==> src/rtl/isa_pkg.sv <==
// Shared state encoding, lane constants and read-lane helper for the ISA I/O responder.
package isa_pkg;

    typedef enum logic [1:0] {
        ST_IDLE   = 2'd0,
        ST_WAIT   = 2'd1,
        ST_ACTIVE = 2'd2
    } state_e;

    // Observation bundle: FSM state plus the synchronised strobe edge events.
    typedef struct packed {
        state_e state;
        logic   ior_fall;
        logic   iow_fall;
        logic   aen_fall;
    } dbg_t;

    localparam logic [1:0]  BE_LO      = 2'b01;
    localparam logic [1:0]  BE_HI      = 2'b10;
    localparam logic [1:0]  BE_WORD    = 2'b11;
    localparam logic [15:0] READ_FLOAT = 16'hFFFF;

    // Places register read data onto the ISA lanes selected by the byte enables.
    function automatic logic [15:0] lane_read(input logic [1:0] be, input logic [15:0] rdata);
        case (be)
            BE_WORD: lane_read = rdata;
            BE_HI:   lane_read = {8'h00, rdata[15:8]};
            default: lane_read = {8'h00, rdata[7:0]};
        endcase
    endfunction

endpackage

==> src/rtl/isa_io_responder_if.sv <==
// ISA slot signals and internal register-bus signals seen by the I/O responder.
// Register bus: reg_rd/reg_wr is a one-cycle request with addr/be/wdata held stable
// until reg_ack; reg_ack (with reg_rdata for reads) completes it; one request outstanding at most.
interface isa_io_responder_if #(
    parameter int WINDOW_BITS = 3
);
    logic [15:0]            isa_sa;
    logic                   isa_aen;
    logic                   isa_ior_n;
    logic                   isa_iow_n;
    logic                   isa_sbhe_n;
    logic [15:0]            isa_d_in;
    logic [15:0]            isa_d_out;
    logic                   isa_d_oe_lo;
    logic                   isa_d_oe_hi;
    logic                   isa_iocs16_n;
    logic                   iochrdy_low;
    logic                   enable_high_byte;
    logic [WINDOW_BITS-1:0] reg_addr;
    logic [1:0]             reg_be;
    logic [15:0]            reg_wdata;
    logic                   reg_wr;
    logic                   reg_rd;
    logic [15:0]            reg_rdata;
    logic                   reg_ack;
    logic                   timeout_err;

    // slave: the responder (ISA target, register-bus requester); master: host + register bank.
    modport slave (
        input  isa_sa, isa_aen, isa_ior_n, isa_iow_n, isa_sbhe_n, isa_d_in, enable_high_byte,
               reg_rdata, reg_ack,
        output isa_d_out, isa_d_oe_lo, isa_d_oe_hi, isa_iocs16_n, iochrdy_low,
               reg_addr, reg_be, reg_wdata, reg_wr, reg_rd, timeout_err
    );

    modport master (
        output isa_sa, isa_aen, isa_ior_n, isa_iow_n, isa_sbhe_n, isa_d_in, enable_high_byte,
               reg_rdata, reg_ack,
        input  isa_d_out, isa_d_oe_lo, isa_d_oe_hi, isa_iocs16_n, iochrdy_low,
               reg_addr, reg_be, reg_wdata, reg_wr, reg_rd, timeout_err
    );
endinterface

==> src/rtl/isa_strobe_sync.sv <==
// Multi-flop synchroniser for an active-low ISA control line, idling high,
// with a falling-edge flag derived from registered samples.
module isa_strobe_sync #(
    parameter int STAGES = 2
) (
    input  logic clk,
    input  logic rst_n,
    input  logic i_async,
    output logic o_sync,
    output logic o_fall
);
    logic [STAGES-1:0] r_sync;
    logic              r_last;

    always_ff @(posedge clk or negedge rst_n) begin
        if (!rst_n) begin
            r_sync <= '1;
            r_last <= 1'b1;
        end else begin
            r_sync[0] <= i_async;
            for (int i = 1; i < STAGES; i++) begin
                r_sync[i] <= r_sync[i-1];
            end
            r_last <= r_sync[STAGES-1];
        end
    end

    assign o_sync = r_sync[STAGES-1];
    assign o_fall = r_last & ~r_sync[STAGES-1];
endmodule

==> src/rtl/isa_io_responder.sv <==
// ISA I/O-cycle target: decodes the port window, issues one register-bus access per
// host cycle, stretches the cycle with IOCHRDY and drives read data back onto the bus.
module isa_io_responder
    import isa_pkg::*;
#(
    parameter logic [15:0] BASE_ADDR    = 16'h03F0,
    parameter int          WINDOW_BITS  = 3,
    parameter int          WAIT_TIMEOUT = 64,
    parameter int          SYNC_STAGES  = 2
) (
    input  logic              clk,
    input  logic              rst_n,
    isa_io_responder_if.slave bus,
    output dbg_t              o_dbg
);
    localparam int            CW       = (WAIT_TIMEOUT > 1) ? $clog2(WAIT_TIMEOUT) : 1;
    localparam logic [CW-1:0] CNT_LAST = CW'(WAIT_TIMEOUT - 1);

    logic w_ior_s, w_iow_s, w_aen_s, w_ior_fall, w_iow_fall, w_aen_fall;

    isa_strobe_sync #(.STAGES(SYNC_STAGES)) u_sync_ior (
        .clk(clk), .rst_n(rst_n), .i_async(bus.isa_ior_n), .o_sync(w_ior_s), .o_fall(w_ior_fall));
    isa_strobe_sync #(.STAGES(SYNC_STAGES)) u_sync_iow (
        .clk(clk), .rst_n(rst_n), .i_async(bus.isa_iow_n), .o_sync(w_iow_s), .o_fall(w_iow_fall));
    isa_strobe_sync #(.STAGES(SYNC_STAGES)) u_sync_aen (
        .clk(clk), .rst_n(rst_n), .i_async(bus.isa_aen), .o_sync(w_aen_s), .o_fall(w_aen_fall));

    state_e                 r_state, w_state_nx;
    logic [WINDOW_BITS-1:0] r_reg_addr, w_addr_nx;
    logic [1:0]             r_reg_be, w_be_nx;
    logic [15:0]            r_reg_wdata, w_wdata_nx;
    logic [15:0]            r_d_out, w_d_out_nx;
    logic [CW-1:0]          r_wait_cnt, w_cnt_nx;
    logic r_reg_rd, w_rd_nx, r_reg_wr, w_wr_nx, r_iochrdy_low, w_iochrdy_nx;
    logic r_timeout_err, w_tmo_nx, r_oe_lo, w_oe_lo_nx, r_oe_hi, w_oe_hi_nx;
    logic r_is_read, w_is_read_nx, r_iocs16_n;

    logic        w_hit, w_wide, w_start;
    logic [1:0]  w_be;
    logic [15:0] w_wdata;

    assign w_hit   = !w_aen_s && (bus.isa_sa[15:WINDOW_BITS] == BASE_ADDR[15:WINDOW_BITS]);
    assign w_wide  = bus.enable_high_byte && !bus.isa_sa[0] && !bus.isa_sbhe_n;
    // Both strobes falling together is a malformed cycle and is dropped.
    assign w_start = w_hit && (w_ior_fall ^ w_iow_fall);

    always_comb begin
        w_be    = BE_HI;
        w_wdata = {bus.isa_d_in[7:0], 8'h00};
        if (w_wide) begin
            w_be    = BE_WORD;
            w_wdata = bus.isa_d_in;
        end else if (!bus.isa_sa[0]) begin
            w_be    = BE_LO;
            w_wdata = {8'h00, bus.isa_d_in[7:0]};
        end
    end

    always_comb begin
        w_state_nx   = r_state;
        w_addr_nx    = r_reg_addr;
        w_be_nx      = r_reg_be;
        w_wdata_nx   = r_reg_wdata;
        w_d_out_nx   = r_d_out;
        w_cnt_nx     = r_wait_cnt;
        w_rd_nx      = 1'b0;
        w_wr_nx      = 1'b0;
        w_tmo_nx     = 1'b0;
        w_iochrdy_nx = r_iochrdy_low;
        w_oe_lo_nx   = r_oe_lo;
        w_oe_hi_nx   = r_oe_hi;
        w_is_read_nx = r_is_read;
        case (r_state)
            ST_IDLE: begin
                if (w_start) begin
                    // Wide accesses are even by definition, so the offset needs no masking.
                    w_addr_nx    = bus.isa_sa[WINDOW_BITS-1:0];
                    w_be_nx      = w_be;
                    w_wdata_nx   = w_wdata;
                    w_is_read_nx = w_ior_fall;
                    w_rd_nx      = w_ior_fall;
                    w_wr_nx      = w_iow_fall;
                    w_iochrdy_nx = 1'b1;
                    w_cnt_nx     = '0;
                    w_state_nx   = ST_WAIT;
                end
            end
            ST_WAIT: begin
                w_cnt_nx = r_wait_cnt + CW'(1);
                if (bus.reg_ack || (r_wait_cnt == CNT_LAST)) begin
                    w_iochrdy_nx = 1'b0;
                    w_tmo_nx     = !bus.reg_ack;
                    w_state_nx   = ST_ACTIVE;
                    if (r_is_read) begin
                        w_d_out_nx = bus.reg_ack ? lane_read(r_reg_be, bus.reg_rdata) : READ_FLOAT;
                        w_oe_lo_nx = 1'b1;
                        w_oe_hi_nx = (r_reg_be == BE_WORD);
                    end
                end
            end
            ST_ACTIVE: begin
                if (r_is_read ? w_ior_s : w_iow_s) begin
                    w_oe_lo_nx = 1'b0;
                    w_oe_hi_nx = 1'b0;
                    w_state_nx = ST_IDLE;
                end
            end
            default: w_state_nx = ST_IDLE;
        endcase
    end

    always_ff @(posedge clk or negedge rst_n) begin
        if (!rst_n) begin
            r_state       <= ST_IDLE;
            r_reg_addr    <= '0;
            r_reg_be      <= '0;
            r_reg_wdata   <= '0;
            r_d_out       <= '0;
            r_wait_cnt    <= '0;
            r_reg_rd      <= 1'b0;
            r_reg_wr      <= 1'b0;
            r_iochrdy_low <= 1'b0;
            r_timeout_err <= 1'b0;
            r_oe_lo       <= 1'b0;
            r_oe_hi       <= 1'b0;
            r_is_read     <= 1'b0;
            r_iocs16_n    <= 1'b1;
        end else begin
            r_state       <= w_state_nx;
            r_reg_addr    <= w_addr_nx;
            r_reg_be      <= w_be_nx;
            r_reg_wdata   <= w_wdata_nx;
            r_d_out       <= w_d_out_nx;
            r_wait_cnt    <= w_cnt_nx;
            r_reg_rd      <= w_rd_nx;
            r_reg_wr      <= w_wr_nx;
            r_iochrdy_low <= w_iochrdy_nx;
            r_timeout_err <= w_tmo_nx;
            r_oe_lo       <= w_oe_lo_nx;
            r_oe_hi       <= w_oe_hi_nx;
            r_is_read     <= w_is_read_nx;
            r_iocs16_n    <= !(w_hit && bus.enable_high_byte && !bus.isa_sa[0]);
        end
    end

    assign bus.isa_d_out    = r_d_out;
    assign bus.isa_d_oe_lo  = r_oe_lo;
    assign bus.isa_d_oe_hi  = r_oe_hi;
    assign bus.isa_iocs16_n = r_iocs16_n;
    assign bus.iochrdy_low  = r_iochrdy_low;
    assign bus.reg_addr     = r_reg_addr;
    assign bus.reg_be       = r_reg_be;
    assign bus.reg_wdata    = r_reg_wdata;
    assign bus.reg_wr       = r_reg_wr;
    assign bus.reg_rd       = r_reg_rd;
    assign bus.timeout_err  = r_timeout_err;

    assign o_dbg = '{state: r_state, ior_fall: w_ior_fall, iow_fall: w_iow_fall, aen_fall: w_aen_fall};
endmodule

==> src/flat_wrapper.sv <==
// flat-port wrapper written by rule: the top's interface ports become plain ports
module isa_io_responder_flat import isa_pkg::*;
#(
    parameter logic [15:0] BASE_ADDR    = 16'h03F0,
    parameter int          WINDOW_BITS  = 3,
    parameter int          WAIT_TIMEOUT = 64,
    parameter int          SYNC_STAGES  = 2
)
  (clk, rst_n, o_dbg, bus_isa_sa, bus_isa_aen, bus_isa_ior_n, bus_isa_iow_n, bus_isa_sbhe_n, bus_isa_d_in, bus_enable_high_byte, bus_reg_rdata, bus_reg_ack, bus_isa_d_out, bus_isa_d_oe_lo, bus_isa_d_oe_hi, bus_isa_iocs16_n, bus_iochrdy_low, bus_reg_addr, bus_reg_be, bus_reg_wdata, bus_reg_wr, bus_reg_rd, bus_timeout_err);
  isa_io_responder_if #(.WINDOW_BITS(WINDOW_BITS)) bus_i ();
  input  logic clk;
  input  logic rst_n;
  output dbg_t o_dbg;
  input wire logic [$bits(bus_i.isa_sa)-1:0] bus_isa_sa;
  input wire logic [$bits(bus_i.isa_aen)-1:0] bus_isa_aen;
  input wire logic [$bits(bus_i.isa_ior_n)-1:0] bus_isa_ior_n;
  input wire logic [$bits(bus_i.isa_iow_n)-1:0] bus_isa_iow_n;
  input wire logic [$bits(bus_i.isa_sbhe_n)-1:0] bus_isa_sbhe_n;
  input wire logic [$bits(bus_i.isa_d_in)-1:0] bus_isa_d_in;
  input wire logic [$bits(bus_i.enable_high_byte)-1:0] bus_enable_high_byte;
  input wire logic [$bits(bus_i.reg_rdata)-1:0] bus_reg_rdata;
  input wire logic [$bits(bus_i.reg_ack)-1:0] bus_reg_ack;
  output wire logic [$bits(bus_i.isa_d_out)-1:0] bus_isa_d_out;
  output wire logic [$bits(bus_i.isa_d_oe_lo)-1:0] bus_isa_d_oe_lo;
  output wire logic [$bits(bus_i.isa_d_oe_hi)-1:0] bus_isa_d_oe_hi;
  output wire logic [$bits(bus_i.isa_iocs16_n)-1:0] bus_isa_iocs16_n;
  output wire logic [$bits(bus_i.iochrdy_low)-1:0] bus_iochrdy_low;
  output wire logic [$bits(bus_i.reg_addr)-1:0] bus_reg_addr;
  output wire logic [$bits(bus_i.reg_be)-1:0] bus_reg_be;
  output wire logic [$bits(bus_i.reg_wdata)-1:0] bus_reg_wdata;
  output wire logic [$bits(bus_i.reg_wr)-1:0] bus_reg_wr;
  output wire logic [$bits(bus_i.reg_rd)-1:0] bus_reg_rd;
  output wire logic [$bits(bus_i.timeout_err)-1:0] bus_timeout_err;
  assign bus_i.isa_sa = bus_isa_sa;
  assign bus_i.isa_aen = bus_isa_aen;
  assign bus_i.isa_ior_n = bus_isa_ior_n;
  assign bus_i.isa_iow_n = bus_isa_iow_n;
  assign bus_i.isa_sbhe_n = bus_isa_sbhe_n;
  assign bus_i.isa_d_in = bus_isa_d_in;
  assign bus_i.enable_high_byte = bus_enable_high_byte;
  assign bus_i.reg_rdata = bus_reg_rdata;
  assign bus_i.reg_ack = bus_reg_ack;
  assign bus_isa_d_out = bus_i.isa_d_out;
  assign bus_isa_d_oe_lo = bus_i.isa_d_oe_lo;
  assign bus_isa_d_oe_hi = bus_i.isa_d_oe_hi;
  assign bus_isa_iocs16_n = bus_i.isa_iocs16_n;
  assign bus_iochrdy_low = bus_i.iochrdy_low;
  assign bus_reg_addr = bus_i.reg_addr;
  assign bus_reg_be = bus_i.reg_be;
  assign bus_reg_wdata = bus_i.reg_wdata;
  assign bus_reg_wr = bus_i.reg_wr;
  assign bus_reg_rd = bus_i.reg_rd;
  assign bus_timeout_err = bus_i.timeout_err;
  isa_io_responder #(.BASE_ADDR(BASE_ADDR), .WINDOW_BITS(WINDOW_BITS), .WAIT_TIMEOUT(WAIT_TIMEOUT), .SYNC_STAGES(SYNC_STAGES)) u_core (.clk(clk), .rst_n(rst_n), .bus(bus_i), .o_dbg(o_dbg));
endmodule
==> config.mk <==
export PLATFORM = sky130hd
export DESIGN_NAME = isa_io_responder_flat
export DESIGN_NICKNAME = d
export VERILOG_FILES = /design/src/rtl/isa_pkg.sv /design/src/rtl/isa_io_responder_if.sv /design/src/rtl/isa_strobe_sync.sv /design/src/rtl/isa_io_responder.sv /design/src/flat_wrapper.sv
export SDC_FILE = /design/constraint.sdc
export NUM_CORES = 1
export LEC_CHECK = 0
export CAP_MARGIN = 20
export CORE_MARGIN = 5
export CORE_UTILIZATION = 44
export DETAILED_ROUTE_END_ITERATION = 12
export PLACE_DENSITY = 0.8
export SLEW_MARGIN = 10
export SYNTH_ARGS = -nofsm -noshare
export SYNTH_HDL_FRONTEND = slang
export SYNTH_SLANG_ARGS = --single-unit
==> constraint.sdc <==
create_clock -name clk -period 2.3 [get_ports clk]
set_clock_uncertainty 0.05 [all_clocks]
set_input_delay 0.575 -clock clk [delete_from_list [all_inputs] [get_ports clk]]
set_output_delay 0.575 -clock clk [all_outputs]
set_load 0.02 [all_outputs]
==> metrics <==
Mapped Avg Cell Area about 12 sq um; crit-path cells clkdlybuf4s50_1 -> nor4_2 -> nand4_2 -> nor4_4 -> buf_12 -> mux2_1; final-stage net count 402; RSZ-0062 raised after global routing false; CTS buffer count 9; type of origin of the critical path input port; Initial Util 0.457; synth top area cells dfrtp_1 48%, dfstp_2 9.6%, mux2_1 8.2%; Max Cap Viol 0; Inserted Diodes 0; top cell type's share of synthesized area 0.476; Combinational Power Share 0.110; CP delay by family, top simple AND/OR/NAND/NOR gates; Synth Flop Type dfrtp_1; TritonCTS clock tree done; total track usage 0.180; library cells used by synthesis 40; Routed WL 6640 um; I/O Buffers 104; total number of vias 2,177; CTS clk-pin slew, worst paths 70 ps; Clock Sinks 62; Crit. End Element register; grt total ovfl 0; worst-margin pin slew 574 ps; Leakage Power 1.82 nW; initial drt markers 97; DRT Pass-1 Iters 5; syn nets 288; CP max stage cell clkdlybuf4s50_1; arrival time of the worst setup path 2370 ps; Adder-Cell Fraction of Synth Area 0.00457; share of layout cells above drive strength 1 0.163; Slew HR 0.615; sequential-to-total area share from yosys stat 0.572; CP Class in2reg; die width 88.9 um; pin count of the biggest net entering global routing 41; Routed Antenna Nets 0; Overall Power 2.33 mW; Place WS -303 ps; simple-gate share of the synthesized area 0.177; number of flops mapped to enable cells by yosys 0; Seq pwr share 0.487; first-pass GRT wire length 10,800 um; fillers 453; DRC violations left 0; H-tree Lvls 3; VDD IR max 449 uV; PD cells 566 mW/mm^2; largest family of logic cells by synthesized area simple AND/OR/NAND/NOR gates; DIE AREA 0.00790 sq mm; ys async rst share 1.00; post-synthesis compound-gate area fraction 0.0901; vias per cell 5.12; worst stage delay on the critical path just over 400 ps; CP max FO 20; vias in the first global route 2,315; Detailed Place HPWL about 5000 um; fin worst setup slack 98.0 ps; initial antenna violation count 0; Syn Inst Count 231; CTS Hold Buffers Added 0; Yosys top cell by area dfrtp_1; Tcrit/Tclk final 0.957; Routed WL per cell 15.6 um; I/O Pins 105; clk_lat worst skew 340 ps; Synth Area in XOR/XNOR 0.00640; mux cell area share after synthesis 0.123; maximum clock path buffer count 2; Buf/Inv on CP 2; Net Sw Power 0.554 mW; Int Power 1.78 mW; GP Congestion 0.799; final setup violating endpoints 0; area of the core 0.00599 sq mm; root buffer cell clkbuf_8; Slew Limit Fails 0; clock share of power 0.403; flops & latches, synth 62; Yosys warnings 0; Final Hold Viols 0; Area Growth Syn to Fin 50.5%; status complete, no violations; area of the mapped netlist 0.00274 sq mm; setup_tns 0 ps; commonest non-fill, non-tap cell in the layout clkdlybuf4s50_1; minimum clock period 2200 ps; class of the worst hold path in2async; Net Sw Frac 0.238; Die Ht 88.9 um; final instance area 0.00412 sq mm; Area after DPL 0.00392 sq mm; Std-Cell Rows 28; Fmax achieved 454 MHz; Req. time, crit path 2470 ps; most frequent cells in the layout 101 x clkdlybuf4s50_1, 52 x dfrtp_1, 36 x nand2_1, 20 x mux2_1, 15 x nor2b_1
## sequential cells by signal (all words and copies together), names as in the netlist, 2 cells and up
signal and cells:
u_core.bus.isa_d_out 16, u_core.bus.reg_wdata 16, u_core.r_wait_cnt 6, u_core.bus.reg_addr 3, u_core.bus.reg_be 2, u_core.r_state 2
u_core.u_sync_aen.r_sync 2, u_core.u_sync_ior.r_sync 2, u_core.u_sync_iow.r_sync 2
## layout make-up
type,instances,area (sq um),share of cell area
well taps,75,93.8,0.0228
repair buffers,117,1160,0.281
clock inverters,7,73.8,0.0179
multi-input cells,155,1110,0.269
flip-flops and latches,62,1560,0.380
clock buffers,9,124,0.0301
## final timing paths
path                                                   from                           to  slack [ps]  cells past startpoint
min in group clk                u_core.u_sync_ior.r_sync[0]  u_core.u_sync_ior.r_sync[1]         310                      0
worst min-delay path                                  rst_n            u_core.bus.reg_rd         180                      1
max in group asynchronous                             rst_n  u_core.u_sync_ior.r_sync[0]        1370                      2
worst max-delay path                         bus_isa_sa[11]     u_core.bus.reg_wdata[10]         100                      6
worst min register to register  u_core.u_sync_ior.r_sync[0]  u_core.u_sync_ior.r_sync[1]         310                      0
worst max register to register  u_core.u_sync_ior.r_sync[1]         u_core.r_wait_cnt[3]         310                      4
## stage by stage
| step | hold slack [ps] | util | instances |
|---|---|---|---|
| 2_1_floorplan | 229 | - | 231 |
| 3_3_place_gp | 296 | 0.654 | 408 |
| 6_report | 177 | 0.687 | 425 |
| 3_5_place_dp | 297 | 0.654 | 408 |
| 5_1_grt | 196 | 0.687 | 425 |
| 4_1_cts | 177 | 0.686 | 424 |
## routing by layer
metal  wire [um]  global-route usage
met5           0                   0
met3         636              0.0698
met1        2820               0.232
met2        3080               0.274
met4         105              0.0673
## power by group through the flow
stage | clock network (mW) | registers [mW] | logic [mW]
after floorplan | 0 | 1.17 | 0.0633
after global routing | 1.01 | 1.14 | 0.277
after CTS | 0.958 | 1.14 | 0.261
after detailed placement | 0 | 1.16 | 0.261
after global placement | 0 | 1.15 | 0.258
final | 0.938 | 1.14 | 0.257
## cells in the mapped netlist (2+ instances only)
library cell / count
nor2b_1: 15
a22o_1: 8
a2bb2oi_1: 8
nand2b_1: 5
dfstp_2: 10
o22ai_1: 2
buf_1: 2
buf_4: 6
and3_1: 3
mux2_1: 20
nor4_2: 2
nor3_1: 3
and2_1: 3
clkbuf_1: 6
xnor2_1: 2
o211ai_1: 2
o21ai_0: 7
nand2_1: 36
dfrtp_1: 52
o31ai_1: 2
mux2_2: 9
nand3_1: 10
## kinds of logic after synthesis
kind of cell | after synthesis
AOI/OAI and AO/OA | 33
and+or+nand+nor | 89
adders and majority gates | 1
DFF | 62
muxes | 30
buffers and inverters | 14
xor gates and xnor gates | 2
## repair_timing
action | in CTS | in global routing
resized for setup | 2 | 0
cloned | 0 | 0
endpoints found under the setup margin | 2 | 1
setup buffers | 0 | 1
pin swaps | 0 | 1
No activity file was read; power rests on OpenSTA's default activity.
